===== src/rtl/muldiv_seq_unit.sv =====
// muldiv_seq_unit: multi-cycle shift-add multiply / restoring divide with a HI/LO result.
// Operands are latched on start; WIDTH iterations run in RUN, and FIX applies the sign
// correction and publishes hi/lo with a one-cycle done pulse.
// Optional build macro: MULDIV_EARLY_TERM_EN (a multiply ends once the remaining multiplier bits are zero).
module muldiv_seq_unit #(
   parameter  int WIDTH = 32,
   localparam int CNT_W = $clog2(WIDTH) + 1
) (
   input  logic             CLK,
   input  logic             RST,
   input  logic             start,
   input  logic             op_div,
   input  logic             sign,
   input  logic             cancel,
   input  logic [WIDTH-1:0] A,
   input  logic [WIDTH-1:0] B,
   output logic             busy,
   output logic             done,
   output logic [WIDTH-1:0] hi,
   output logic [WIDTH-1:0] lo,
   output logic             div_zero
);
   localparam int AW = 2*WIDTH + 1;

   typedef enum logic [1:0] {S_IDLE = 2'd0, S_RUN = 2'd1, S_FIX = 2'd2} state_t;

   state_t           state_q, state_d;
   logic [CNT_W-1:0] cnt_q, cnt_d;
   logic [AW-1:0]    acc_q, acc_d;      // mul: {upper+carry, multiplier}; div: {rem, quo}
   logic [WIDTH-1:0] opnd_q, opnd_d;    // multiplicand or divisor magnitude
   logic [WIDTH-1:0] araw_q, araw_d;    // original A, reported as hi on divide-by-zero
   logic             is_div_q, is_div_d, neg_res_q, neg_res_d, neg_a_q, neg_a_d, dz_q, dz_d;
   logic [WIDTH-1:0] hi_q, hi_d, lo_q, lo_d;
   logic             div_zero_q, div_zero_d, done_q, done_d;

   logic             a_neg, b_neg;
   logic [WIDTH-1:0] a_mag, b_mag;
   logic [WIDTH:0]   mul_sum, mul_up;
   logic [AW-1:0]    mul_step, mul_next, div_sh, div_step;
   logic [WIDTH+1:0] div_trial;
   logic [2*WIDTH-1:0] prod_fix;
   logic [WIDTH-1:0] quo_fix, rem_fix;
   logic             early, skip_run;

   assign a_neg = sign & A[WIDTH-1];
   assign b_neg = sign & B[WIDTH-1];
   assign a_mag = a_neg ? -A : A;
   assign b_mag = b_neg ? -B : B;

   // one shift-add step: add multiplicand on multiplier LSB, then shift right
   assign mul_sum  = acc_q[AW-1:WIDTH] + {1'b0, opnd_q};
   assign mul_up   = acc_q[0] ? mul_sum : acc_q[AW-1:WIDTH];
   assign mul_step = {mul_up, acc_q[WIDTH-1:0]} >> 1;

   // one restoring step: shift left, keep the trial difference if it did not go negative
   assign div_sh    = {acc_q[AW-2:0], 1'b0};
   assign div_trial = {1'b0, div_sh[AW-1:WIDTH]} - {2'b00, opnd_q};
   assign div_step  = div_trial[WIDTH+1] ? div_sh : {div_trial[WIDTH:0], div_sh[WIDTH-1:1], 1'b1};

`ifdef MULDIV_EARLY_TERM_EN
   // multiplier bits not yet consumed after this step sit in acc_q[cnt_q-1:1]
   logic [WIDTH-1:0] rest_mask;
   assign rest_mask = {WIDTH{1'b1}} >> (WIDTH + 1 - int'(cnt_q));
   assign early     = !is_div_q && (cnt_q > CNT_W'(1)) &&
                      (((acc_q[WIDTH-1:0] >> 1) & rest_mask) == '0);
   assign mul_next  = early ? (mul_step >> (cnt_q - CNT_W'(1))) : mul_step;
   assign skip_run  = !op_div && (b_mag == '0);
`else
   assign early     = 1'b0;
   assign mul_next  = mul_step;
   assign skip_run  = 1'b0;
`endif

   assign prod_fix = neg_res_q ? -acc_q[2*WIDTH-1:0] : acc_q[2*WIDTH-1:0];
   assign quo_fix  = neg_res_q ? -acc_q[WIDTH-1:0] : acc_q[WIDTH-1:0];
   assign rem_fix  = neg_a_q ? -acc_q[2*WIDTH-1:WIDTH] : acc_q[2*WIDTH-1:WIDTH];

   // state register
   always_ff @(posedge CLK or negedge RST) begin
      if (!RST) state_q <= S_IDLE;
      else      state_q <= state_d;
   end

   // next-state: cancel beats start in IDLE and aborts RUN/FIX
   always_comb begin
      state_d = state_q;
      case (state_q)
         S_IDLE: if (start && !cancel) state_d = skip_run ? S_FIX : S_RUN;
         S_RUN:  if (cancel) state_d = S_IDLE;
                 else if (cnt_q == CNT_W'(1) || early) state_d = S_FIX;
         S_FIX:  state_d = S_IDLE;
         default: state_d = S_IDLE;
      endcase
   end

   // outputs
   always_comb begin
      busy     = (state_q != S_IDLE);
      done     = done_q;
      hi       = hi_q;
      lo       = lo_q;
      div_zero = div_zero_q;
   end

   // datapath next-state: load on accept, iterate in RUN, publish in FIX
   always_comb begin
      cnt_d      = cnt_q;
      acc_d      = acc_q;
      opnd_d     = opnd_q;
      araw_d     = araw_q;
      is_div_d   = is_div_q;
      neg_res_d  = neg_res_q;
      neg_a_d    = neg_a_q;
      dz_d       = dz_q;
      hi_d       = hi_q;
      lo_d       = lo_q;
      div_zero_d = div_zero_q;
      done_d     = 1'b0;
      case (state_q)
         S_IDLE: if (start && !cancel) begin
            is_div_d  = op_div;
            neg_res_d = a_neg ^ b_neg;
            neg_a_d   = a_neg;
            dz_d      = (B == '0);
            araw_d    = A;
            opnd_d    = op_div ? b_mag : a_mag;
            acc_d     = {{(WIDTH+1){1'b0}}, (op_div ? a_mag : b_mag)};
            cnt_d     = skip_run ? '0 : CNT_W'(WIDTH);
         end
         S_RUN: if (!cancel) begin
            acc_d = is_div_q ? div_step : mul_next;
            cnt_d = early ? '0 : cnt_q - CNT_W'(1);
         end
         S_FIX: if (!cancel) begin
            done_d = 1'b1;
            if (!is_div_q) begin
               {hi_d, lo_d} = prod_fix;
               div_zero_d   = 1'b0;
            end else if (dz_q) begin
               hi_d       = araw_q;
               lo_d       = '1;
               div_zero_d = 1'b1;
            end else begin
               hi_d       = rem_fix;
               lo_d       = quo_fix;
               div_zero_d = 1'b0;
            end
         end
         default: ;
      endcase
   end

   // datapath registers
   always_ff @(posedge CLK or negedge RST) begin
      if (!RST) begin
         cnt_q      <= '0;
         acc_q      <= '0;
         opnd_q     <= '0;
         araw_q     <= '0;
         is_div_q   <= 1'b0;
         neg_res_q  <= 1'b0;
         neg_a_q    <= 1'b0;
         dz_q       <= 1'b0;
         hi_q       <= '0;
         lo_q       <= '0;
         div_zero_q <= 1'b0;
         done_q     <= 1'b0;
      end else begin
         cnt_q      <= cnt_d;
         acc_q      <= acc_d;
         opnd_q     <= opnd_d;
         araw_q     <= araw_d;
         is_div_q   <= is_div_d;
         neg_res_q  <= neg_res_d;
         neg_a_q    <= neg_a_d;
         dz_q       <= dz_d;
         hi_q       <= hi_d;
         lo_q       <= lo_d;
         div_zero_q <= div_zero_d;
         done_q     <= done_d;
      end
   end

endmodule


===== config.mk =====
export PLATFORM = sky130hd
export DESIGN_NAME = muldiv_seq_unit
export DESIGN_NICKNAME = d
export VERILOG_FILES = /design/src/rtl/muldiv_seq_unit.sv
export SDC_FILE = /design/constraint.sdc
export NUM_CORES = 1
export LEC_CHECK = 0
export BUFFER_PORTS_ARGS = -buffer_cell sky130_fd_sc_hd__buf_4
export CELL_PAD_IN_SITES_DETAIL_PLACEMENT = 1
export CELL_PAD_IN_SITES_GLOBAL_PLACEMENT = 1
export CORE_MARGIN = 10
export CORE_UTILIZATION = 50
export DETAILED_ROUTE_END_ITERATION = 12
export GPL_TIMING_DRIVEN = 0
export PLACE_DENSITY_LB_ADDON = 0.12
export SYNTH_ARGS = -nofsm -noshare
export SYNTH_HDL_FRONTEND = slang
export SYNTH_SLANG_ARGS = --single-unit

===== constraint.sdc =====
create_clock -name CLK -period 5.33 [get_ports CLK]
set_clock_uncertainty 0.1 [all_clocks]
set_input_delay 0.533 -clock CLK [delete_from_list [all_inputs] [get_ports CLK]]
set_output_delay 0.533 -clock CLK [all_outputs]
set_load 0.02 [all_outputs]

After elaboration in Yosys (flattened, before gate mapping)
Cells that the tools add are included.
- bits in registers: 207
- logic and storage cells: 69
- add/sub/neg operators: 8
- eq/ne operators: 6
- multiplexer cells: 28
- bitwise operators: 4
- reductions and logical operators: 10
- operator list (cell ; count):
    two-way mux 32 bit ; 10
    two-way mux 65 bit ; 4
    case mux 65 bit (2 select lines) ; 1
    negation 32 bit ; 4
    two-way mux 64 bit ; 1
    negation 64 bit ; 1
    subtractor 33 x 32 -> 34 bit ; 1
    adder 33 x 32 -> 33 bit ; 1
    two-way mux 33 bit ; 1
    zero test 32 bit ; 1
    two-way mux 6 bit ; 2
    case mux 6 bit (2 select lines) ; 1
    equality test 6 x 1 -> 1 bit, second input constant ; 1
    two-way mux 2 bit ; 3
    AND reduction 2 bit ; 3
    subtractor 6 x 1 -> 6 bit, second input constant ; 1
    two-way mux 1 bit ; 4
    != test 2 bit, second input constant ; 2
    case mux 2 bit (2 select lines) ; 1
    nonzero test 2 bit ; 2
    != test 3 bit, second input constant ; 1
    AND reduction 3 bit ; 1
    bitwise AND 1 bit ; 2
    equality test 2 x 1 -> 1 bit, second input constant ; 1
    other kinds (6) ; 6

Depth between registers and ports, before layout
Gate-level depths: netlist of run 1.
- word-level depth: 5
- gate-level depth with buffers: 15

Worst setup path after synthesis of run 1
Ideal clock, no wire load.
- path kind: flip-flop to flip-flop
- start: register acc_q[33]
- end: register hi_q[28], in the netlist hi[28]
- library setup time: 0.130 ns
- arrival: 3.297 ns
- data required time: 5.100 ns
- path slack: 1.803 ns
- cell stages (with the launch flop): 15
- path buffers: 2
- cells stage by stage: dfrtp_1 -> clkbuf_1 -> inv_1 -> ha_1 -> or3b_4 -> nand4bb_4 -> or4_4 -> buf_6 -> or3_4 -> or3_4 -> nand2_2 -> xnor2_1 -> mux2_2 -> a21oi_1 -> o21ai_1
- longest elaborated chain between the ends: 4
- elaborated cells on any way between the ends: 6
- RTL lines (item ; line ; RTL):
    start: declaration ; 29 ; logic [AW-1:0] acc_q, acc_d;
    start signal: assignment ; 157 ; acc_q <= '0;
    start signal: assignment ; 170 ; acc_q <= acc_d;
    negation 32 bit ; 76 ; assign rem_fix = neg_a_q ? -acc_q[2*WIDTH-1:WIDTH] : acc_q[2*WIDTH-1:WIDTH];
    two-way mux 32 bit ; 76 ;
    two-way mux 32 bit ; 139 ; end else if (dz_q) begin
    two-way mux 32 bit * ; 136 ; if (!is_div_q) begin
    end signal: assignment ; 177 ; hi_q <= hi_d;
    end: declaration ; 33 ; logic [WIDTH-1:0] hi_q, hi_d, lo_q, lo_d;
Every way passes the cells marked *; elsewhere a longest branch is shown, timed or not.
A chain may end at the register's enable or synchronous reset.

Worst setup path after layout of run 1
- start: register acc_q[35]
- end: register acc_q[0]
- longest elaborated chain between the ends: 5
- RTL lines (item ; line ; RTL):
    subtractor 33 x 32 -> 34 bit ; 57 ; assign div_trial = {1'b0, div_sh[AW-1:WIDTH]} - {2'b00, opnd_q};
    two-way mux 65 bit ; 58 ; assign div_step = div_trial[WIDTH+1] ? div_sh : {div_trial[WIDTH:0], div_sh[WIDTH-1:1], 1'b1};
    two-way mux 65 bit ; 131 ; acc_d = is_div_q ? div_step : mul_next;
    two-way mux 65 bit ; 130 ; S_RUN: if (!cancel) begin
    case mux 65 bit (2 select lines) ; 119 ; case (state_q)
Every way passes these cells. The select of a mux whose other input is x is not followed.

==> flow_summary.json, run 1 <==
{
  "fin_crit_sh": 0.948,
  "hold_path_class": "in2reg",
  "synth_edf_count": 0,
  "final_cells": 2800,
  "final_cell_mix": "nand2_1 (332), a21oi_1 (228), dfrtp_1 (207), o21ai_0 (203), nor2_1 (181)",
  "ys_warn_count": 0,
  "tns_ns": 0,
  "cp.arrival_ns": 5.38,
  "die_y_um": 203,
  "setup_violations": 0,
  "grt_overflow": 0,
  "clk_pin_slew_worst_paths_ns": 0.07,
  "irDropWorstVdd_uv": 381,
  "htreeDepth": 1,
  "dr.pass1.iters": 5,
  "avgSynthCellArea_um2": 7.75,
  "insertion_delay_ns": 0.59,
  "layout_commonest_cell": "nand2_1",
  "dpl_cell_area_mm2": 0.0184,
  "antenna_found_initial": 2,
  "cp_num_cells": 13,
  "clockRootBuffer": "clkbuf_16",
  "ys_ff_latch": 207,
  "stdcell_area_mm2": 0.0192,
  "drt_iter0_markers": 2083,
  "vias": 18600,
  "core-area_mm2": 0.0334,
  "routed_wl_um": 79000,
  "postCtsHoldBufs": 1,
  "postSynthCellCount": 2171,
  "synth.area.top_cells": "dfrtp_1 (31%), nand2_1 (7.4%), a21oi_1 (6.8%)",
  "die_area_mm2": 0.0414,
  "max_freq_mhz": 198,
  "async_flop_share": 1.00,
  "hold_viol": 0,
  "gp_congestion": 0.995,
  "fin_util": 0.577,
  "grt_usage": 0.370,
  "pin_count": 137,
  "drc_errors": 0,
  "end_kind": "register",
  "synth_area_mm2": 0.0168,
  "cts_resized": 0,
  "port_buffers": 135,
  "worstRegToRegCells": 13,
  "synth_largest_area_cell": "dfrtp_1",
  "cpMaxStageDelayCell": "dfrtp_1",
  "whs_path_depth": 3,
  "core.rowCount": 67,
  "antenna_left": 0,
  "yosysSeqAreaShare": 0.308,
  "yosysUniqueCellTypes": 68,
  "area_growth_pct": 14.4,
  "initial_utilization": 0.504,
  "path_cells": "ha_1 > a21oi_1 > nand2_1 > o21ai_0 > nand2_1 > a31oi_1 > a31oi_1 > a31oi_1 > clkbuf_1 > clkbuf_1 > a21oi_1 > a21oi_1 > a21oi_1",
  "outcome": "complete, no violations",
  "via_per_inst": 6.66,
  "yosysTopAreaCellShare": 0.308,
  "crit_family": "compound AO/OA/AOI/OAI gates",
  "grt_first_pass_wirelength_um": 119000,
  "crit_top_cell": "a21oi_1",
  "routedWlPerCell_um": 28.2,
  "die_w_um": 203,
  "antenna_cells": 0,
  "grt_max_degree": 119,
  "worst_pin_slew_ns": 1.11,
  "dp_hpwl_um": 60200,
  "cts_sinks": 207,
  "crit_path_max_incr_delay_ns": 0.65,
  "synth_ff_type": "dfrtp_1",
  "final_nets": 2477,
  "cp-start-kind": "register",
  "clockBufferDepth": 3,
  "worstPathRequired_ns": 5.65,
  "whs_ns": 0.117,
  "leakagePower_nw": 8.46,
  "final_layout_size_suffix_gt1_frac": 0.0906,
  "post-cts-setup-buffers": 0,
  "critPathBufInv": 2,
  "powerDensity_mw_per_mm2": 598,
  "setup.worst_path.class": "reg2reg",
  "slew_viol_final": 0,
  "dp.cells": 2755,
  "rsz0062_at_grt": "false",
  "cts_tree": "built",
  "critPathMaxFanout": 10,
  "fillers": 4243,
  "drv_cap": 0,
  "numCtsBuffers": 25,
  "synth_nets": 2313,
  "period_needed_ns": 5.05,
  "slew_headroom": 0.251,
  "grt_pass1_vias": 19000
}
-- through the flow --
step / setup WS (ns) / total power, mW
global placement: 0.694 / 9.08
CTS: 0.515 / 11.3
detailed placement: 0.542 / 9.40
floorplan: 1.80 / 7.07
finish: 0.275 / 11.5
global route: 0.142 / 12.1
-- sequential cells by signal, indices dropped and copies added, names as in the netlist, 2 cells and up --
register	cells
acc_q	65
araw_q	32
hi	32
lo	32
opnd_q	32
cnt_q	6
state_q	2
-- report_power, final --
part	internal (mW)	switching [mW]
sequential	2.04	0.584
clock	0.985	0.773
combinational	2.54	4.59
-- area by class of cell --
class / count / area (µm²) / area share
plain buffers: 154 / 597 / 0.0310
clock inverters: 9 / 95.1 / 0.00494
clock buffers: 35 / 713 / 0.0371
repair buffers: 137 / 1060 / 0.0550
multi-input cells: 1748 / 10800 / 0.562
inverters: 62 / 233 / 0.0121
flip-flops and latches: 207 / 5180 / 0.269
well taps: 448 / 561 / 0.0291
-- worst min-delay path, cell delays in order --
cell and delay, ns:
buf_4 0.11, nand2_1 0.05, nand2_1 0.05
-- cell families after synthesis --
| family | count (synthesis) | share of synthesized area |
|---|---|---|
| AND/OR/NAND/NOR | 723 | 0.192 |
| AO/OA/AOI/OAI | 650 | 0.230 |
| buffers and inverters | 216 | 0.0493 |
| flip-flops | 207 | 0.308 |
| XOR/XNOR | 199 | 0.104 |
| multiplexers | 104 | 0.0632 |
| adder cells (fa/ha/maj) | 72 | 0.0545 |
-- per-layer routing --
metal / GRT usage / share of wire / vias to the layer above
met5: 0 / 0.00027 / -
met4: 0.180 / 0.058 / 4
met3: 0.0798 / 0.095 / 267
met2: 0.577 / 0.44 / 1044
met1: 0.478 / 0.41 / 9362
li1: - / - / 7969
-- synthesized netlist by cell type, types with 33 or more instances --
cell        n
mux2i_1    87
xor2_1     94
nor2_1    181
ha_1       70
a21oi_1   228
inv_1      59
clkbuf_1  135
dfrtp_1   207
xnor2_1   105
nor3_1     39
o21ai_0   203
nand2_1   332
nand3_1    33
a21o_1     33
-- final timing paths --
kind                            startpoint          to  slack, ns
worst max-delay path             acc_q[35]    acc_q[0]       0.28
worst min-delay path                 A[28]  araw_q[28]       0.12
worst max register to register   acc_q[35]    acc_q[0]       0.28
worst min register to register   araw_q[9]   araw_q[9]       0.38
max in group asynchronous              RST  araw_q[16]       3.44
min in group asynchronous              RST   acc_q[56]       0.50
No activity file was read; power rests on OpenSTA's default activity.
==> run 2: changes to the inputs <==
--- a/config.mk
+++ b/config.mk
@@ -13,6 +13,7 @@
 export DETAILED_ROUTE_END_ITERATION = 12
 export GPL_TIMING_DRIVEN = 0
 export PLACE_DENSITY_LB_ADDON = 0.12
+export REMOVE_ABC_BUFFERS = 1
 export SYNTH_ARGS = -nofsm -noshare
 export SYNTH_HDL_FRONTEND = slang
 export SYNTH_SLANG_ARGS = --single-unit
==> run 2 against run 1 <==
Against the previous run: fmax is 4.3% higher; routed wire length is 19% lower; via count down 10%; clock power up 11%; cell area down 0.55%.
==> flow_summary.json, run 2 (synthesis results as in run 1) <==
{
  "total_power_mw": 11.1,
  "leakagePower_nw": 8.48,
  "outcome": "complete, no violations",
  "path_cells": "clkinv_1 > nand4_1 > nor2_1 > nand3_1 > nor4_1 > nand3_1 > o21ai_0 > xnor2_1 > o21ai_0 > o21ai_0",
  "grt_usage": 0.304,
  "drt_iter0_markers": 1116,
  "powerDensity_mw_per_mm2": 582,
  "grt_max_degree": 103,
  "antenna_found_initial": 1,
  "htreeDepth": 1,
  "die_w_um": 203,
  "routed_wl_um": 64400,
  "dr.pass1.iters": 5,
  "cp-endpoint": "hi[19]",
  "die_area_mm2": 0.0414,
  "cts_sinks": 207,
  "crit_path_max_incr_delay_ns": 1.00,
  "clockBufferDepth": 3,
  "clockRootBuffer": "clkbuf_16",
  "final_layout_size_suffix_gt1_frac": 0.109,
  "worst_pin_slew_ns": 1.44,
  "final_cells": 2669,
  "rsz0062_at_grt": "false",
  "cp_num_cells": 10,
  "setup_violations": 0,
  "crit_family": "simple AND/OR/NAND/NOR gates",
  "drv_cap": 0,
  "die_y_um": 203,
  "grt_first_pass_wirelength_um": 101000,
  "cp-start-kind": "register",
  "r2r_end": "hi[19]",
  "crit_top_cell": "o21ai_0",
  "worstRegToRegCells": 10,
  "dp.cells": 2618,
  "cts_resized": 0,
  "pin_count": 137,
  "grt_overflow": 0,
  "period_needed_ns": 4.85,
  "max_freq_mhz": 206,
  "dpl_cell_area_mm2": 0.0182,
  "stdcell_area_mm2": 0.0191,
  "routedWlPerCell_um": 24.1,
  "slew_headroom": 0.0396,
  "insertion_delay_ns": 0.56,
  "slew_viol_final": 0,
  "port_buffers": 136,
  "hold_viol": 0,
  "grt_pass1_vias": 17700,
  "fin_crit_sh": 0.910,
  "irDropWorstVdd_uv": 338,
  "r2r-start": "acc_q[0]",
  "worstPathRequired_ns": 5.64,
  "cp.arrival_ns": 5.16,
  "area_growth_pct": 13.8,
  "largest_reg_flops": 65,
  "cts_tree": "built",
  "clk_pin_slew_worst_paths_ns": 0.06,
  "gp_congestion": 0.946,
  "holdCritStartpoint": "A[26]",
  "via_per_inst": 6.28,
  "cpMaxStageDelayCell": "nor4_1",
  "ff2ff_setup_slack_ns": 0.48,
  "layout_commonest_cell": "nand2_1",
  "core.rowCount": 67,
  "crit_start": "acc_q[0]",
  "dp_hpwl_um": 47800,
  "vias": 16800,
  "numCtsBuffers": 27,
  "postCtsHoldBufs": 1,
  "initial_utilization": 0.504,
  "final_nets": 2342,
  "final_cell_mix": "nand2_1 (331), a21oi_1 (228), o21ai_0 (203), dfrtp_1 (203), nor2_1 (178)",
  "drc_errors": 0,
  "setup.worst_path.class": "reg2reg",
  "critPathBufInv": 1,
  "critPathMaxFanout": 25,
  "antenna_left": 0,
  "core-area_mm2": 0.0334,
  "end_kind": "register",
  "post-cts-setup-buffers": 0,
  "fin_util": 0.574,
  "largest-register": "acc_q",
  "hold_path_class": "in2reg"
}
[run 2: changes by cell type in the layout (fill, tap and decap cells not counted), moves of 3 or more]
cell / change
clkbuf_1: -135
buf_1: -14
buf_12: +6
buf_16: +4
dfrtp_1: -4
bufinv_16: +3
dfrtp_2: +3
nor2_1: -3
[run 2: cell type report]
class	instances	area, µm²
repair buffers	154	1370
clock inverters	13	180
inverters	62	233
flip-flops and latches	207	5190
diodes	1	2.50
fillers	4146	14200
well taps	448	561
multi-input cells	1748	10900
clock buffers	36	749
[run 2: how the worst min path moves through the flow]
stage	depth (start not counted)	end
global route	3	araw_q[30]
floorplan	0	acc_q[0]
CTS	3	araw_q[26]
finish	3	araw_q[26]
detailed placement	2	araw_q[31]
global placement	2	araw_q[14]
[run 2: worst register-to-register path, delay by kind of cell (launching register included)]
kind | cells | cell delay (ns)
buf+inv | 1 | 0.72
compound gates | 3 | 0.87
flops | 1 | 0.49
xor+xnor | 1 | 0.09
simple gates | 5 | 2.43
[run 2: routing by layer]
metal | part of all wire | wire [µm] | global-route usage | vias to the layer above
li1 | - | - | - | 7696
met1 | 0.41 | 26600 | 0.378 | 8424
met2 | 0.48 | 31000 | 0.518 | 502
met3 | 0.069 | 4460 | 0.0579 | 143
met4 | 0.036 | 2350 | 0.108 | 0
met5 | 0 | 0 | 0 | -
[run 2: where the power goes]
| part | leakage, nW | internal (mW) | switching, mW |
|---|---|---|---|
| clock network | 0.454 | 1.18 | 0.772 |
| registers | 2.65 | 2.03 | 0.921 |
| logic | 5.38 | 2.53 | 3.71 |
[run 2: metrics by stage]
| step | worst slack, ns | setup TNS, ns | hold slack [ns] |
|---|---|---|---|
| 2_1_floorplan | -1.00 | -30.40 | 0.137 |
| 3_3_place_gp | -8.91 | -520.86 | 0.357 |
| 3_5_place_dp | 0.674 | 0 | 0.363 |
| 4_1_cts | 0.675 | 0 | 0.0951 |
| 5_1_grt | 0.344 | 0 | 0.113 |
| 6_report | 0.482 | 0 | 0.109 |
==> run 3: changes to the inputs <==
--- a/config.mk
+++ b/config.mk
@@ -9,7 +9,8 @@
 export CELL_PAD_IN_SITES_DETAIL_PLACEMENT = 1
 export CELL_PAD_IN_SITES_GLOBAL_PLACEMENT = 1
 export CORE_MARGIN = 10
-export CORE_UTILIZATION = 50
+export CORE_UTILIZATION = 51
+export CTS_BUF_LIST = sky130_fd_sc_hd__clkbuf_4
 export DETAILED_ROUTE_END_ITERATION = 12
 export GPL_TIMING_DRIVEN = 0
 export PLACE_DENSITY_LB_ADDON = 0.12
==> run 3 against run 2 <==
Against the previous run: non-clock buffer count up 36; sequential cell count did not move; setup slack lost 0.16 ns; global-route usage rose by 3.1 points; via count grew 5.0%; clock power down 19%; core utilization rose by 1.9 points; critical endpoint is now hi[21]; largest cell class unchanged.
==> flow_summary.json, run 3 (synthesis results as in run 1) <==
{
  "outcome": "complete, no violations",
  "largest-register": "acc_q",
  "die_w_um": 202,
  "routed_wl_um": 69900,
  "core-area_mm2": 0.0325,
  "cp_num_cells": 11,
  "fin_crit_sh": 0.940,
  "powerDensity_mw_per_mm2": 568,
  "intPower_mw": 5.36,
  "routedWlPerCell_um": 25.3,
  "layout_commonest_cell": "nand2_1",
  "pre_cts_ws_ns": 0.572,
  "critPathMaxFanout": 29,
  "p_clk_frac": 0.143,
  "setup_ws_ns": 0.318,
  "cp.arrival_ns": 5.62,
  "met2_usage": 0.573,
  "use_met3": 0.0557,
  "largest_reg_flops": 65,
  "worstPathRequired_ns": 5.94,
  "cpMaxStageDelayCell": "o21ai_1",
  "clockBufferDepth": 3,
  "drt_iter0_markers": 1317,
  "end_kind": "register",
  "fillers": 4062,
  "seqPwrFrac": 0.268,
  "core.rowCount": 66,
  "die_y_um": 202,
  "period_needed_ns": 5.01,
  "dpl_cell_area_mm2": 0.0182,
  "path_cells": "buf_12 > clkinv_1 > nand4_1 > or3_1 > o21ai_1 > nand2_1 > a21oi_1 > xor2_1 > nor2_1 > a21oi_1 > o21ai_0",
  "grt_usage": 0.336,
  "whs_ns": 0.0777,
  "stdcell_area_mm2": 0.0193,
  "grt_max_degree": 105,
  "regArea_mm2": 0.00519,
  "setup_violations": 0,
  "cts_resized": 0,
  "final_cell_mix": "nand2_1 (331), a21oi_1 (228), o21ai_0 (203), dfrtp_1 (203), nor2_1 (178)",
  "worst_pin_slew_ns": 1.42,
  "setup.worst_path.class": "reg2reg",
  "critPathBufInv": 2,
  "pin_count": 137,
  "fin_util": 0.593,
  "p_sw_mw": 5.60,
  "cts_tree": "built",
  "cts_sinks": 207,
  "grt_pass1_vias": 18800,
  "die_area_mm2": 0.0406,
  "dp_hpwl_um": 48600,
  "crit_family": "compound AO/OA/AOI/OAI gates",
  "irDropWorstVdd_uv": 305,
  "via_per_inst": 6.38,
  "htreeDepth": 2,
  "clockRootBuffer": "clkbuf_4",
  "rsz0062_at_grt": "false",
  "post-cts-setup-buffers": 0,
  "worstRegToRegCells": 11,
  "vias": 17600,
  "insertion_delay_ns": 0.84,
  "leakagePower_nw": 8.61,
  "max_freq_mhz": 200,
  "gp_congestion": 0.966,
  "multi_input_area_mm2": 0.0109,
  "total_power_mw": 11.0,
  "switching_share": 0.511,
  "cp-start-kind": "register",
  "antenna_left": 0,
  "final_nets": 2411,
  "r2r_end": "hi[21]",
  "area_growth_pct": 14.7,
  "met1_usage": 0.398,
  "hold_viol": 0,
  "cp-endpoint": "hi[21]",
  "final_layout_size_suffix_gt1_frac": 0.125,
  "drv_cap": 0,
  "grt_busiest_layer": "met2",
  "ff2ff_setup_slack_ns": 0.32,
  "postCtsHoldBufs": 37,
  "crit_top_cell": "a21oi_1",
  "dr.pass1.iters": 5,
  "antenna_found_initial": 3,
  "crit_start": "acc_q[0]",
  "port_buffers": 136,
  "hold_path_class": "in2reg",
  "combPwrFrac": 0.588,
  "drc_errors": 0,
  "clk_pin_slew_worst_paths_ns": 0.07,
  "initial_utilization": 0.517,
  "r2r-start": "acc_q[0]",
  "grt_overflow": 0,
  "slew_viol_final": 0,
  "numCtsBuffers": 60,
  "grt_first_pass_wirelength_um": 109000,
  "slew_headroom": 0.0460,
  "crit_path_max_incr_delay_ns": 1.05
}
## run 3: cell count changes in the layout (fill, tap and decap cells not counted), sizes merged
cell         previous run  this run
diode                   1         2
clkbuf                 36        86
inv                    60        59
clkinv                  9        24
dlygate4sd3             1        37
bufinv                  4         0
## run 3: power groups by stage
stage	logic, mW	clock network (mW)	registers, mW
detailed placement	6.23	0	2.91
CTS	6.34	1.57	2.90
finish	6.45	1.57	2.94
global placement	5.89	0	2.99
floorplan	4.19	0	2.79
global route	7.02	1.66	3.00
## run 3: metrics by stage
stage,setup TNS (ns),std cells
floorplan,-30.40,2017
global placement,-550.52,2595
detailed placement,0,2612
CTS,0,2758
global route,0,2759
finish,0,2760
## run 3: worst min path at each step
| stage | startpoint | endpoint | cells after the start |
|---|---|---|---|
| after floorplan | RST | acc_q[0] | 0 |
| after global placement | araw_q[28] | araw_q[28] | 2 |
| after detailed placement | araw_q[17] | araw_q[17] | 2 |
| after CTS | B[19] | acc_q[19] | 4 |
| after global routing | B[26] | opnd_q[26] | 4 |
| final | B[19] | acc_q[19] | 4 |
## run 3: worst register-to-register path, cell delays in order, from the launching register on
cell and delay [ns]:
dfrtp_2 0.46, buf_12 0.20, clkinv_1 0.62, nand4_1 0.49
or3_1 0.53, o21ai_1 1.05, nand2_1 0.54, a21oi_1 0.30
xor2_1 0.16, nor2_1 0.05, a21oi_1 0.30, o21ai_0 0.12
## run 3: metal layers
metal,vias up,routed length (µm)
met3,214,4530
met2,715,34000
li1,7879,-
met4,2,3580
met1,8788,27800
met5,-,13
## run 3: area by class of cell
class                   instances  share of cell area
multi-input cells            1748               0.563
clock buffers                  86              0.0335
diodes                          2            0.000259
inverters                      62              0.0121
repair buffers                190              0.0887
clock inverters                23             0.00525
well taps                     442              0.0287
flip-flops and latches        207               0.269
